$ cat config.mk
export PLATFORM = sky130hd
export DESIGN_NAME = sysx_slave_port_flat
export DESIGN_NICKNAME = d
export VERILOG_FILES = /design/src/rtl/sysx_slave_port_if.sv /design/src/rtl/sysx_slave_port.sv /design/src/flat_wrapper.sv
export SDC_FILE = /design/constraint.sdc
export NUM_CORES = 1
export LEC_CHECK = 0
export BUFFER_PORTS_ARGS = -buffer_cell sky130_fd_sc_hd__buf_2
export CORE_MARGIN = 8
export CORE_UTILIZATION = 47
export CTS_BUF_LIST = sky130_fd_sc_hd__clkbuf_4
export CTS_CLUSTER_DIAMETER = 150
export DETAILED_ROUTE_END_ITERATION = 16
export GPL_TIMING_DRIVEN = 0
export PLACE_DENSITY = 0.73
export SLEW_MARGIN = 20
export SYNTH_ARGS = -nofsm -noshare
export SYNTH_HDL_FRONTEND = slang
export SYNTH_SLANG_ARGS = --single-unit
export TNS_END_PERCENT = 20
$ cat constraint.sdc
create_clock -name iClock -period 1.7 [get_ports iClock]
set_clock_uncertainty 0.1 [all_clocks]
set_input_delay 0.34 -clock iClock [delete_from_list [all_inputs] [get_ports iClock]]
set_output_delay 0.34 -clock iClock [all_outputs]
set_load 0.02 [all_outputs]
$ cat src/rtl/sysx_slave_port_if.sv
// sysX slave-side signal bundle: serial bus pins toward the master plus the
// local register/interrupt pins toward the device logic.
interface sysx_slave_port_if;
  logic        iBusClock;
  logic [1:0]  iBusSelect;
  logic [7:0]  iBusMOSI;
  logic [7:0]  oBusMISO;
  logic        oBusMISOEnable;
  logic        oBusInterrupt;
  logic [3:0]  oRegAddress;
  logic [31:0] oRegWriteData;
  logic        oRegWrite;
  logic        oRegRead;
  logic [31:0] iRegReadData;
  logic        iDeviceInterrupt;
  logic        oBusy;

  modport slave (
    input  iBusClock, iBusSelect, iBusMOSI, iRegReadData, iDeviceInterrupt,
    output oBusMISO, oBusMISOEnable, oBusInterrupt, oRegAddress,
           oRegWriteData, oRegWrite, oRegRead, oBusy
  );

  modport master (
    output iBusClock, iBusSelect, iBusMOSI, iRegReadData, iDeviceInterrupt,
    input  oBusMISO, oBusMISOEnable, oBusInterrupt, oRegAddress,
           oRegWriteData, oRegWrite, oRegRead, oBusy
  );
endinterface

$ cat src/rtl/sysx_slave_port.sv
// sysX bus target endpoint: turns a command byte plus four data bytes into one
// local register read or write, and reports device interrupts to the master.
module sysx_slave_port #(
  parameter logic [1:0] pSelectCode = 2'h1,
  parameter int         pSyncStages = 2
) (
  input logic              iClock,
  input logic              iReset,
  sysx_slave_port_if.slave bus
);

  typedef enum logic [2:0] {IDLE, COMMAND, FETCH, DATA, DONE} state_t;

  localparam int SyncWidth = 12;

  logic [SyncWidth-1:0] syncIn;
  logic [SyncWidth-1:0] syncOut;
  logic [SyncWidth-1:0] sync_q [pSyncStages];

  logic       busClkSync, devIntSync;
  logic [1:0] selSync;
  logic [7:0] mosiSync;
  logic       selected, busRise, devRise;
  logic       busClkPrev_q, devIntPrev_q, selPrev_q, busEdge_q;
  logic [7:0] mosi_q;

  state_t      state_q, state_d;
  logic [2:0]  cnt_q, cnt_d;
  logic [3:0]  addr_q, addr_d;
  logic        isWrite_q, isWrite_d;
  logic [31:0] wdata_q, wdata_d;
  logic [31:0] shift_q, shift_d;
  logic [7:0]  miso_q, miso_d;
  logic        misoEn_q, misoEn_d;
  logic        regWrite_q, regWrite_d;
  logic        regRead_q, regRead_d;
  logic        pending_q, pending_d;
  logic        ack;

  assign syncIn  = {bus.iBusClock, bus.iBusSelect, bus.iBusMOSI, bus.iDeviceInterrupt};
  assign syncOut = sync_q[pSyncStages-1];
  assign {busClkSync, selSync, mosiSync, devIntSync} = syncOut;

  assign selected = (selSync == pSelectCode);
  assign busRise  = busClkSync & ~busClkPrev_q;
  assign devRise  = devIntSync & ~devIntPrev_q;

  always_ff @(posedge iClock) begin
    if (iReset) begin
      for (int i = 0; i < pSyncStages; i++) sync_q[i] <= '0;
      busClkPrev_q <= 1'b0;
      devIntPrev_q <= 1'b0;
      selPrev_q    <= 1'b0;
      busEdge_q    <= 1'b0;
      mosi_q       <= 8'h00;
    end else begin
      sync_q[0] <= syncIn;
      for (int i = 1; i < pSyncStages; i++) sync_q[i] <= sync_q[i-1];
      busClkPrev_q <= busClkSync;
      devIntPrev_q <= devIntSync;
      selPrev_q    <= selected;
      busEdge_q    <= busRise;
      if (busRise) mosi_q <= mosiSync;
    end
  end

  always_ff @(posedge iClock) begin
    if (iReset) begin
      state_q    <= IDLE;
      cnt_q      <= 3'd0;
      addr_q     <= 4'h0;
      isWrite_q  <= 1'b0;
      wdata_q    <= 32'h0;
      shift_q    <= 32'h0;
      miso_q     <= 8'h00;
      misoEn_q   <= 1'b0;
      regWrite_q <= 1'b0;
      regRead_q  <= 1'b0;
      pending_q  <= 1'b0;
    end else begin
      state_q    <= state_d;
      cnt_q      <= cnt_d;
      addr_q     <= addr_d;
      isWrite_q  <= isWrite_d;
      wdata_q    <= wdata_d;
      shift_q    <= shift_d;
      miso_q     <= miso_d;
      misoEn_q   <= misoEn_d;
      regWrite_q <= regWrite_d;
      regRead_q  <= regRead_d;
      pending_q  <= pending_d;
    end
  end

  always_comb begin
    state_d    = state_q;
    cnt_d      = cnt_q;
    addr_d     = addr_q;
    isWrite_d  = isWrite_q;
    wdata_d    = wdata_q;
    shift_d    = shift_q;
    miso_d     = miso_q;
    misoEn_d   = misoEn_q;
    regWrite_d = 1'b0;
    regRead_d  = 1'b0;
    ack        = 1'b0;

    if (state_q != IDLE && !selected) begin
      state_d  = IDLE;
      cnt_d    = 3'd0;
      miso_d   = 8'h00;
      misoEn_d = 1'b0;
    end else begin
      case (state_q)
        IDLE: begin
          if (selected && !selPrev_q) begin
            state_d = COMMAND;
            cnt_d   = 3'd0;
          end
        end
        COMMAND: begin
          // A nonzero count here marks the cycle the read strobe is out, so
          // FETCH lands on the cycle the device returns the word.
          if (cnt_q != 3'd0) begin
            state_d = FETCH;
            cnt_d   = 3'd0;
          end else if (busEdge_q) begin
            addr_d    = mosi_q[3:0];
            isWrite_d = mosi_q[7];
            ack       = mosi_q[6];
            if (mosi_q[7]) begin
              state_d = DATA;
            end else begin
              regRead_d = 1'b1;
              cnt_d     = 3'd1;
            end
          end
        end
        FETCH: begin
          shift_d  = bus.iRegReadData;
          miso_d   = bus.iRegReadData[31:24];
          misoEn_d = 1'b1;
          state_d  = DATA;
          cnt_d    = 3'd0;
        end
        DATA: begin
          if (busEdge_q) begin
            cnt_d = (cnt_q == 3'd4) ? 3'd4 : cnt_q + 3'd1;
            if (isWrite_q) begin
              wdata_d = {wdata_q[23:0], mosi_q};
              if (cnt_q == 3'd3) begin
                regWrite_d = 1'b1;
                state_d    = DONE;
              end
            end else if (cnt_q == 3'd3) begin
              miso_d  = 8'h00;
              state_d = DONE;
            end else begin
              miso_d  = shift_q[23:16];
              shift_d = {shift_q[23:0], 8'h00};
            end
          end
        end
        DONE: begin
          miso_d = 8'h00;
        end
        default: state_d = IDLE;
      endcase
    end

    // A device request arriving with an acknowledge must not be lost.
    pending_d = devRise ? 1'b1 : (ack ? 1'b0 : pending_q);
  end

  assign bus.oBusMISO       = miso_q;
  assign bus.oBusMISOEnable = misoEn_q & selected;
  assign bus.oBusInterrupt  = pending_q;
  assign bus.oRegAddress    = addr_q;
  assign bus.oRegWriteData  = wdata_q;
  assign bus.oRegWrite      = regWrite_q;
  assign bus.oRegRead       = regRead_q;
  assign bus.oBusy          = (state_q != IDLE);

endmodule

$ cat src/flat_wrapper.sv
// flat-port wrapper written by rule: the top's interface ports become plain ports
module sysx_slave_port_flat 
#(
  parameter logic [1:0] pSelectCode = 2'h1,
  parameter int         pSyncStages = 2
)
  (iClock, iReset, bus_iBusClock, bus_iBusSelect, bus_iBusMOSI, bus_iRegReadData, bus_iDeviceInterrupt, bus_oBusMISO, bus_oBusMISOEnable, bus_oBusInterrupt, bus_oRegAddress, bus_oRegWriteData, bus_oRegWrite, bus_oRegRead, bus_oBusy);
  sysx_slave_port_if bus_i ();
  input logic iClock;
  input logic iReset;
  input wire logic [$bits(bus_i.iBusClock)-1:0] bus_iBusClock;
  input wire logic [$bits(bus_i.iBusSelect)-1:0] bus_iBusSelect;
  input wire logic [$bits(bus_i.iBusMOSI)-1:0] bus_iBusMOSI;
  input wire logic [$bits(bus_i.iRegReadData)-1:0] bus_iRegReadData;
  input wire logic [$bits(bus_i.iDeviceInterrupt)-1:0] bus_iDeviceInterrupt;
  output wire logic [$bits(bus_i.oBusMISO)-1:0] bus_oBusMISO;
  output wire logic [$bits(bus_i.oBusMISOEnable)-1:0] bus_oBusMISOEnable;
  output wire logic [$bits(bus_i.oBusInterrupt)-1:0] bus_oBusInterrupt;
  output wire logic [$bits(bus_i.oRegAddress)-1:0] bus_oRegAddress;
  output wire logic [$bits(bus_i.oRegWriteData)-1:0] bus_oRegWriteData;
  output wire logic [$bits(bus_i.oRegWrite)-1:0] bus_oRegWrite;
  output wire logic [$bits(bus_i.oRegRead)-1:0] bus_oRegRead;
  output wire logic [$bits(bus_i.oBusy)-1:0] bus_oBusy;
  assign bus_i.iBusClock = bus_iBusClock;
  assign bus_i.iBusSelect = bus_iBusSelect;
  assign bus_i.iBusMOSI = bus_iBusMOSI;
  assign bus_i.iRegReadData = bus_iRegReadData;
  assign bus_i.iDeviceInterrupt = bus_iDeviceInterrupt;
  assign bus_oBusMISO = bus_i.oBusMISO;
  assign bus_oBusMISOEnable = bus_i.oBusMISOEnable;
  assign bus_oBusInterrupt = bus_i.oBusInterrupt;
  assign bus_oRegAddress = bus_i.oRegAddress;
  assign bus_oRegWriteData = bus_i.oRegWriteData;
  assign bus_oRegWrite = bus_i.oRegWrite;
  assign bus_oRegRead = bus_i.oRegRead;
  assign bus_oBusy = bus_i.oBusy;
  sysx_slave_port #(.pSelectCode(pSelectCode), .pSyncStages(pSyncStages)) u_core (.iClock(iClock), .iReset(iReset), .bus(bus_i));
endmodule
* Yosys cells after proc, flatten, opt, wreduce, memory -nomap -nowiden
Memories as Yosys holds them, arrays and structs flattened. Index checks and enable logic that the tools add are counted.
Word-level totals: register bits 91, bits in writable memories 24, input bits 46, output and inout bits 49, logic and storage cells 102, memories kept 1
Memories:
- u_core.sync_q | words 2, bits a word 12, read ports 2, clocked after memory_dff 0, write ports 2, line sysx_slave_port.sv:18 | logic [SyncWidth-1:0] sync_q [pSyncStages];
Cells by class: add/subtract/negate cells 1, equality and inequality tests 15, mux-type cells 35, bitwise gates (word level) 14, reduce and logical (&&, ||, !) cells 20
Operator list (number):
- $mux W24 | 3
- $pmux W24 S2 | 1
- $mux W3 | 12
- $mux W12 | 2
- $mux W8 | 3
- $pmux W8 S3 | 1
- $pmux W3 S5 | 1
- $pmux W3 S4 | 1
- $mux W1 | 11
- $reduce_and A5 Y1 | 2
- $reduce_or A5 Y1 | 2
- $eq A3 B2 Y1 const B | 3
- $not A1 Y1 | 9
- $reduce_bool A3 Y1 | 3
- $reduce_and A4 Y1 | 2
- $eq A3 B3 Y1 const B | 2
- $ne A2 B1 Y1 const B | 3
- $ne A3 B1 Y1 const B | 2
- $reduce_and A6 Y1 | 1
- $ne A2 B2 Y1 const B | 2
- $reduce_bool A2 Y1 | 2
- $reduce_bool A4 Y1 | 1
- $add A3 B1 Y3 const B | 1
- $and A1 B1 Y1 | 3
- other kinds (9) | 12

* Longest topological paths before layout
Gate-level depths: netlist of the first run. An unclocked memory read counts as a cell.
word-level depth 7, mapped depth 8, depth with buffers taken out 7

* Worst setup path after synthesis of the first run
OpenSTA, ideal clock, no wires.
kind reg-to-reg, start reg u_core.cnt_q[0], end reg u_core.pending_q (netlist: u_core.bus.oBusInterrupt), library setup time 70 ps, arrival time 1589 ps, data required time 1530 ps, slack -59 ps, cell stages (with the launch flop) 9, buffers on the path 1, period minus slack after synthesis 1759 ps, cells stage by stage dfxtp_1 inv_1 ha_1 nor2b_1 and3_1 and3_1 buf_2 a21bo_2 a21oi_1
Between the ends: cells in the longest elaborated chain, start to end 5
Ends and longest elaborated chain:
- start, declared | line sysx_slave_port.sv:28 | logic [2:0] cnt_q, cnt_d;
- start signal, assigned | line sysx_slave_port.sv:82 | cnt_q <= cnt_d;
- $reduce_bool A3 Y1 | line sysx_slave_port.sv:124 | if (cnt_q != 3'd0) begin
- $mux W1 | line sysx_slave_port.sv:124
- $mux W1 | line sysx_slave_port.sv:114 | case (state_q)
- $mux W1 | line sysx_slave_port.sv:108 | if (state_q != IDLE && !selected) begin
- $reduce_bool A2 Y1 (no line)
- end signal, assigned | line sysx_slave_port.sv:91 | pending_q <= pending_d;
- end, declared | line sysx_slave_port.sv:37 | logic pending_q, pending_d;
No other way between the ends. A chain may end at the register's enable or synchronous reset.

* Worst setup path after layout of the first run
start reg u_core.state_q[0], end reg u_core.wdata_q[22] (netlist: u_core.bus.oRegWriteData[22])
Between the ends: cells in the longest elaborated chain, start to end 4, elaborated cells between the ends (all ways) 5, those cells by class eq/ne: 1; bitwise: 1; reduce/logical: 3
Ends and longest elaborated chain:
- start, declared | line sysx_slave_port.sv:27 | state_t state_q, state_d;
- start signal, assigned | line sysx_slave_port.sv:81 | state_q <= state_d;
- $reduce_bool A3 Y1 | line sysx_slave_port.sv:108
- $logic_and A1 B1 Y1 | line sysx_slave_port.sv:108
- $not A1 Y1 (no line)
- $reduce_and A4 Y1 (no line) *
- end signal, assigned | line sysx_slave_port.sv:85 | wdata_q <= wdata_d;
- end, declared | line sysx_slave_port.sv:31 | logic [31:0] wdata_q, wdata_d;
Every way passes the cells marked *; elsewhere a longest branch is shown, timed or not.

==> results.yml, run 1 <==
finish:
  area_growth_pct: 37.8
  utilization_pct: 66.3
  layout-drive-gt1-share_pct: 30.9
  final_nets: 719
  fin_cells: 795
  n_fill_cell: 717
logic_synthesis:
  syn_nets: 557
  synth_edf_count: 0
  ys_types: 45
  ys_seq_elements: 115
  syn_avg_cell_area_um2: 8.66
  ys_dominant_reg_cell: "dfxtp_1"
  syn_area_um2: 4400
  async_flop_share_pct: 0
  synth-warning-count: 0
  synthCells: 508
  yosysSeqAreaShare_pct: 52.3
setup_path:
  path_max_fanout: 10
  startpoint_type: "flop"
  worstReg2RegEnd: "u_core.bus.oRegWriteData[22]"
  criticalPathCategory: "flop to flop"
  startpoint: "u_core.state_q[0]"
  critical_path_arrival_ns: 2.03
  r2r_start: "u_core.state_q[0]"
  rr_worst_depth: 7
  required_ns: 1.98
  critPathCapture: "u_core.bus.oRegWriteData[22]"
  rrSetupSlack_ns: -0.04
  worst_setup_path_end_kind: "flop"
timing:
  hold_violations: 0
  final_max_slew_viol_count: 0
  rsz0062_at_grt: "yes"
  finalCritPeriodShare_pct: 102
  relSlewSlack_pct: 56.2
  finalSetupViolCount: 39
  fin_crit_ns: 1.74
  worst_slack_ns: -0.0425
  worst_slew_pin_slew_ns: 0.657
  max_freq_mhz: 574
clock_network:
  cts_tree: "yes"
  numClockSinks: 115
  h-tree-depth: 4
  clockRootBuffer: "clkbuf_4"
  cts_made_buffers: 17
  cts_buffer_depth: 2
  worstSkewPairLatency_ns: 0.51
  cts.clk_slew.worst_paths_ns: 0.11
floorplan:
  start_util_pct: 48.1
  dieHeight_um: 113
  num_rows: 35
  core_area_um2: 9150
  io_pins: 95
  die_x_um: 113
  dieArea_um2: 12700
detailed_routing:
  num_vias: 4046
  antenna_left: 0
  totalWireLength_um: 11500
  vias_per_cell: 5.09
  avgRoutedWirePerCell_um: 14.5
  drt_iter0_drc: 284
  firstDrtPassIters: 5
  drc: 0
placement:
  portBuffers: 94
  dp_hpwl_um: 7800
  placed_cells: 713
  place.gp.congestion: 0.853
power:
  peakVddDrop_mv: 0.643
  power.density_nw_per_um2: 1040
  power.leakage_nw: 2.50
  finalPower_w: 0.00630
global_routing:
  grt_use_total_pct: 18.3
  grt_pass1_wl_um: 19000
  grt_max_degree: 17
  first_global_vias: 4043
  antenna_found_initial: 1
  gr-total-overflow: 0
flow_run:
  maxCapViolCount: 0
hold_path:
  min_path_type: "input port to flop"
run_status:
  violations: "setup timing"
  outcome: "complete, but fails checks"
-- cell usage in the layout, fill, tap and decap left out, types with 5 or more instances in the layout --
master	n
buf_4	17
clkbuf_2	6
dfxtp_2	5
nor2b_1	36
nand2b_1	5
nor2_1	39
buf_6	8
a21oi_2	6
o22ai_1	7
a311oi_1	14
clkbuf_1	11
dlygate4sd3_1	36
nand3_1	25
nand2_1	95
mux2i_1	13
a21oi_1	48
dfxtp_1	107
buf_2	97
a22o_1	7
clkbuf_4	20
-- worst min-delay path by stage --
stage               cells after the start           endpoint                 from
CTS                                     3  u_core.state_q[2]               iReset
finish                                  3  u_core.state_q[2]               iReset
floorplan                               1   u_core.busEdge_q  u_core.busClkPrev_q
global placement                        1   u_core.busEdge_q  u_core.busClkPrev_q
global route                            3  u_core.state_q[2]               iReset
detailed placement                      1   u_core.busEdge_q  u_core.busClkPrev_q
-- stage by stage --
stage / area (um2) / setup WS (ns) / setup TNS, ns / hold slack [ns]
final: 6070 / -0.0425 / -0.766 / 0.0342
after global placement: 5020 / -0.297 / -16.37 / 0.302
after global routing: 6070 / -0.114 / -4.17 / 0.0286
after detailed placement: 5020 / -0.376 / -18.18 / 0.311
after floorplan: 4410 / -0.00284 / -0.0430 / 0.292
after CTS: 5950 / -0.0749 / -0.308 / 0.0479
-- power by group --
part           switching [W]  leakage (nW)  total (W)  internal [W]
Clock                0.00117         0.162    0.00209      0.000920
Sequential         0.0000887         0.937    0.00291       0.00282
Combinational       0.000733          1.41    0.00130      0.000563
Total                0.00199          2.50    0.00630       0.00430
-- synth_stat cells, types with 2 or more instances --
master / number / area share (%)
ha_1: 3 / 0.85
o22ai_1: 7 / 0.99
buf_4: 2 / 0.34
a21oi_1: 53 / 6.0
nand2_1: 96 / 8.2
mux2i_1: 13 / 3.0
a211oi_1: 2 / 0.34
nand3_1: 27 / 3.1
nor2b_1: 39 / 5.5
buf_2: 16 / 1.8
or3_1: 4 / 0.57
clkbuf_1: 18 / 1.5
a311oi_1: 16 / 3.2
buf_1: 2 / 0.17
inv_1: 6 / 0.51
o21ai_0: 5 / 0.57
and3_1: 5 / 0.71
nor2_1: 43 / 3.7
dfxtp_1: 115 / 52
nand2b_1: 5 / 0.71
a22o_1: 7 / 1.4
-- final cells by class --
cell class / count / area (um2) / share of cell area, %
clock inverter: 15 / 174 / 2.87
clock buffer: 17 / 128 / 2.10
inverter: 7 / 26.3 / 0.433
sequential: 115 / 2320 / 38.2
buffer: 37 / 240 / 3.96
tap: 111 / 139 / 2.29
multi-input combinational: 347 / 2060 / 33.9
timing repair buffer: 145 / 982 / 16.2
antenna: 1 / 2.50 / 0.0412
-- kinds of logic (layout without fill, tap and decap cells) --
group,after synthesis,after routing,synth area share (%)
AO/OA/AOI/OAI,104,104,15.3
adder cells (fa/ha/maj),3,3,0.853
buffers and inverters,46,221,4.72
flip-flops,115,115,52.3
multiplexers,13,13,2.96
other,0,1,0
AND/OR/NAND/NOR,227,227,23.9
-- metal layers --
layer,up-vias,global-route usage (%),part of all wire (%)
met2,122,30.9,50
met5,-,0,0
met3,16,5.80,5.2
met1,1852,21.2,43
li1,2056,-,-
met4,0,6.92,1.4
-- timing repair --
action / in CTS / in global routing
endpoints found under the setup margin: 79 / 75
hold endpoints to repair: 36 / 0
pin swaps: 18 / 17
setup buffers: 10 / 2
gates resized for setup: 51 / 34
hold buffers: 36 / 0
gates cloned: 3 / 0
-- sequential cells by signal, indices dropped and copies added (netlist names) --
name and cells:
u_core.misoEn_q 1, u_core.bus.oBusInterrupt 1, u_core.bus.oRegRead 1, u_core.bus.oRegAddress 4, u_core.state_q 3, u_core.bus.oRegWriteData 32, u_core.shift_q 24, u_core.devIntPrev_q 1
u_core.bus.oRegWrite 1, u_core.mosi_q 8, u_core.isWrite_q 1, u_core.busClkPrev_q 1, u_core.sync_q 24, u_core.selPrev_q 1, u_core.busEdge_q 1, u_core.cnt_q 3
u_core.bus.oBusMISO 8
-- critical path: stages, from the launching register on --
cell	delay, ns
dfxtp_4	0.39
nor2_4	0.15
a21oi_2	0.12
or3_1	0.38
buf_2	0.16
buf_4	0.18
nand2_1	0.07
a21oi_1	0.07
No activity file was read; power rests on OpenSTA's default activity.
==> run 2, diff against run 1 <==
RECOVER_POWER = 25   (was default)
==> results.yml, run 2 (synthesis gave the netlist of run 1 again) <==
hold_path:
  holdPathEnd: "u_core.state_q[2]"
  min_path_type: "input port to flop"
  whs_path_depth: 3
  worstHoldStart: "iReset"
placement:
  dp_slack_ns: -0.376
  dp_hpwl_um: 7800
  portBuffers: 94
  place.gp.congestion: 0.853
setup_path:
  startpoint_type: "flop"
  path_max_fanout: 10
  rrSetupSlack_ns: -0.04
  critical_path_arrival_ns: 2.03
  rr_worst_depth: 7
  r2r_start: "u_core.state_q[0]"
  worstReg2RegEnd: "u_core.bus.oRegWriteData[22]"
  worst_setup_path_end_kind: "flop"
  required_ns: 1.98
  criticalPathCategory: "flop to flop"
finish:
  seq_area_um2: 2320
  layout_commonest_cell: "dfxtp_1"
  multiInputGateArea_um2: 2060
  largest_reg_flops: 32
  n_fill_cell: 717
  utilization_pct: 66.3
  layout-drive-gt1-share_pct: 30.7
  area_growth_pct: 37.8
  final_cell_mix: "107 x dfxtp_1, 96 x buf_2, 95 x nand2_1, 48 x a21oi_1, 39 x nor2_1"
  final_nets: 719
detailed_routing:
  wl_met1_um: 4950
  vias_per_cell: 5.09
  met3WireLength_um: 601
  antenna_left: 0
  firstDrtPassIters: 5
  drc: 0
  avgRoutedWirePerCell_um: 14.5
  top_layer_used: "met4"
  num_vias: 4046
  drt_iter0_drc: 284
  met2_length_um: 5810
  totalWireLength_um: 11500
power:
  peakVddDrop_mv: 0.643
  power.leakage_nw: 2.50
  power.density_nw_per_um2: 1040
flow_run:
  maxCapViolCount: 0
global_routing:
  gr-total-overflow: 0
  grt_pass1_wl_um: 19000
  grt_max_degree: 17
  antenna_found_initial: 1
  first_global_vias: 4043
  grt_use_total_pct: 18.3
clock_network:
  clockRootBuffer: "clkbuf_4"
  cts.clk_slew.worst_paths_ns: 0.11
  h-tree-depth: 4
  cts_tree: "yes"
  worstSkewPairLatency_ns: 0.51
  numClockSinks: 115
  cts_buffer_depth: 2
  cts_made_buffers: 17
floorplan:
  core_area_um2: 9150
  die_x_um: 113
  start_util_pct: 48.1
  io_pins: 95
  dieHeight_um: 113
  dieArea_um2: 12700
  num_rows: 35
timing:
  worst_slack_ns: -0.0425
  relSlewSlack_pct: 56.2
  finalSetupViolCount: 39
  finalCritPeriodShare_pct: 102
  rsz0062_at_grt: "yes"
  final_max_slew_viol_count: 0
  worst_slew_pin_slew_ns: 0.657
  fin_crit_ns: 1.74
  max_freq_mhz: 574
  hold_violations: 0
  whs_ns: 0.0754
run_status:
  violations: "setup timing"
  outcome: "complete, but fails checks"
## run 2: changes by cell type in the layout (fill, tap and decap cells not counted), sizes merged
cell / change
clkbuf: +1
buf: -1
## run 2: area by class of cell
cell class | count | share of cell area (%)
clock buffer | 17 | 2.10
multi-input combinational | 347 | 33.9
timing repair buffer | 145 | 16.2
clock inverter | 15 | 2.87
buffer | 37 | 3.96
antenna | 1 | 0.0413
sequential | 115 | 38.2
inverter | 7 | 0.433
tap | 111 | 2.29
## run 2: where the power goes
group / internal, W / switching (W) / total, W
clock: 0.000920 / 0.00117 / 0.00209
combinational: 0.000562 / 0.000733 / 0.00130
sequential: 0.00282 / 0.0000887 / 0.00291
total: 0.00430 / 0.00199 / 0.00629
## run 2: worst max-delay path by stage
stage | startpoint | endpoint | slack [ns] | cells past startpoint
detailed placement | iReset | u_core.shift_q[4] | -0.38 | 5
finish | u_core.state_q[0] | u_core.bus.oRegWriteData[22] | -0.04 | 7
CTS | u_core.sync_q[0][21] | bus_oBusMISOEnable | -0.07 | 3
floorplan | u_core.cnt_q[0] | u_core.shift_q[10] | -0.003 | 8
global placement | iReset | u_core.shift_q[1] | -0.30 | 5
global route | u_core.cnt_q[0] | u_core.shift_q[14] | -0.11 | 7
## run 2: stage by stage
stage	std cells	setup TNS, ns	total power [W]	instance area [um2]
finish	795	-0.766	0.00629	6070
global route	795	-4.19	0.00660	6070
CTS	793	-0.308	0.00621	5950
detailed placement	713	-18.18	0.00394	5020
global placement	713	-16.37	0.00391	5020
floorplan	508	-0.0430	0.00364	4410
## run 2: critical path, cell delays in order (launching register included)
cell and delay, ns:
dfxtp_4 0.39, nor2_4 0.15, a21oi_2 0.12, or3_1 0.38, buf_2 0.16, buf_4 0.18, nand2_1 0.07, a21oi_1 0.07
## run 2: metal layers
| metal | vias up | global-route usage [%] |
|---|---|---|
| li1 | 2056 | - |
| met1 | 1852 | 21.2 |
| met2 | 122 | 30.9 |
| met3 | 16 | 5.80 |
| met4 | 0 | 6.92 |
| met5 | - | 0 |
## run 2: what timing repair did
item	CTS	global route
hold buffers	36	0
pin swaps	18	17
cloned	3	0
gates resized for setup	51	34
hold endpoints to repair	36	0
endpoints found under the setup margin	79	75
buffers inserted	10	2
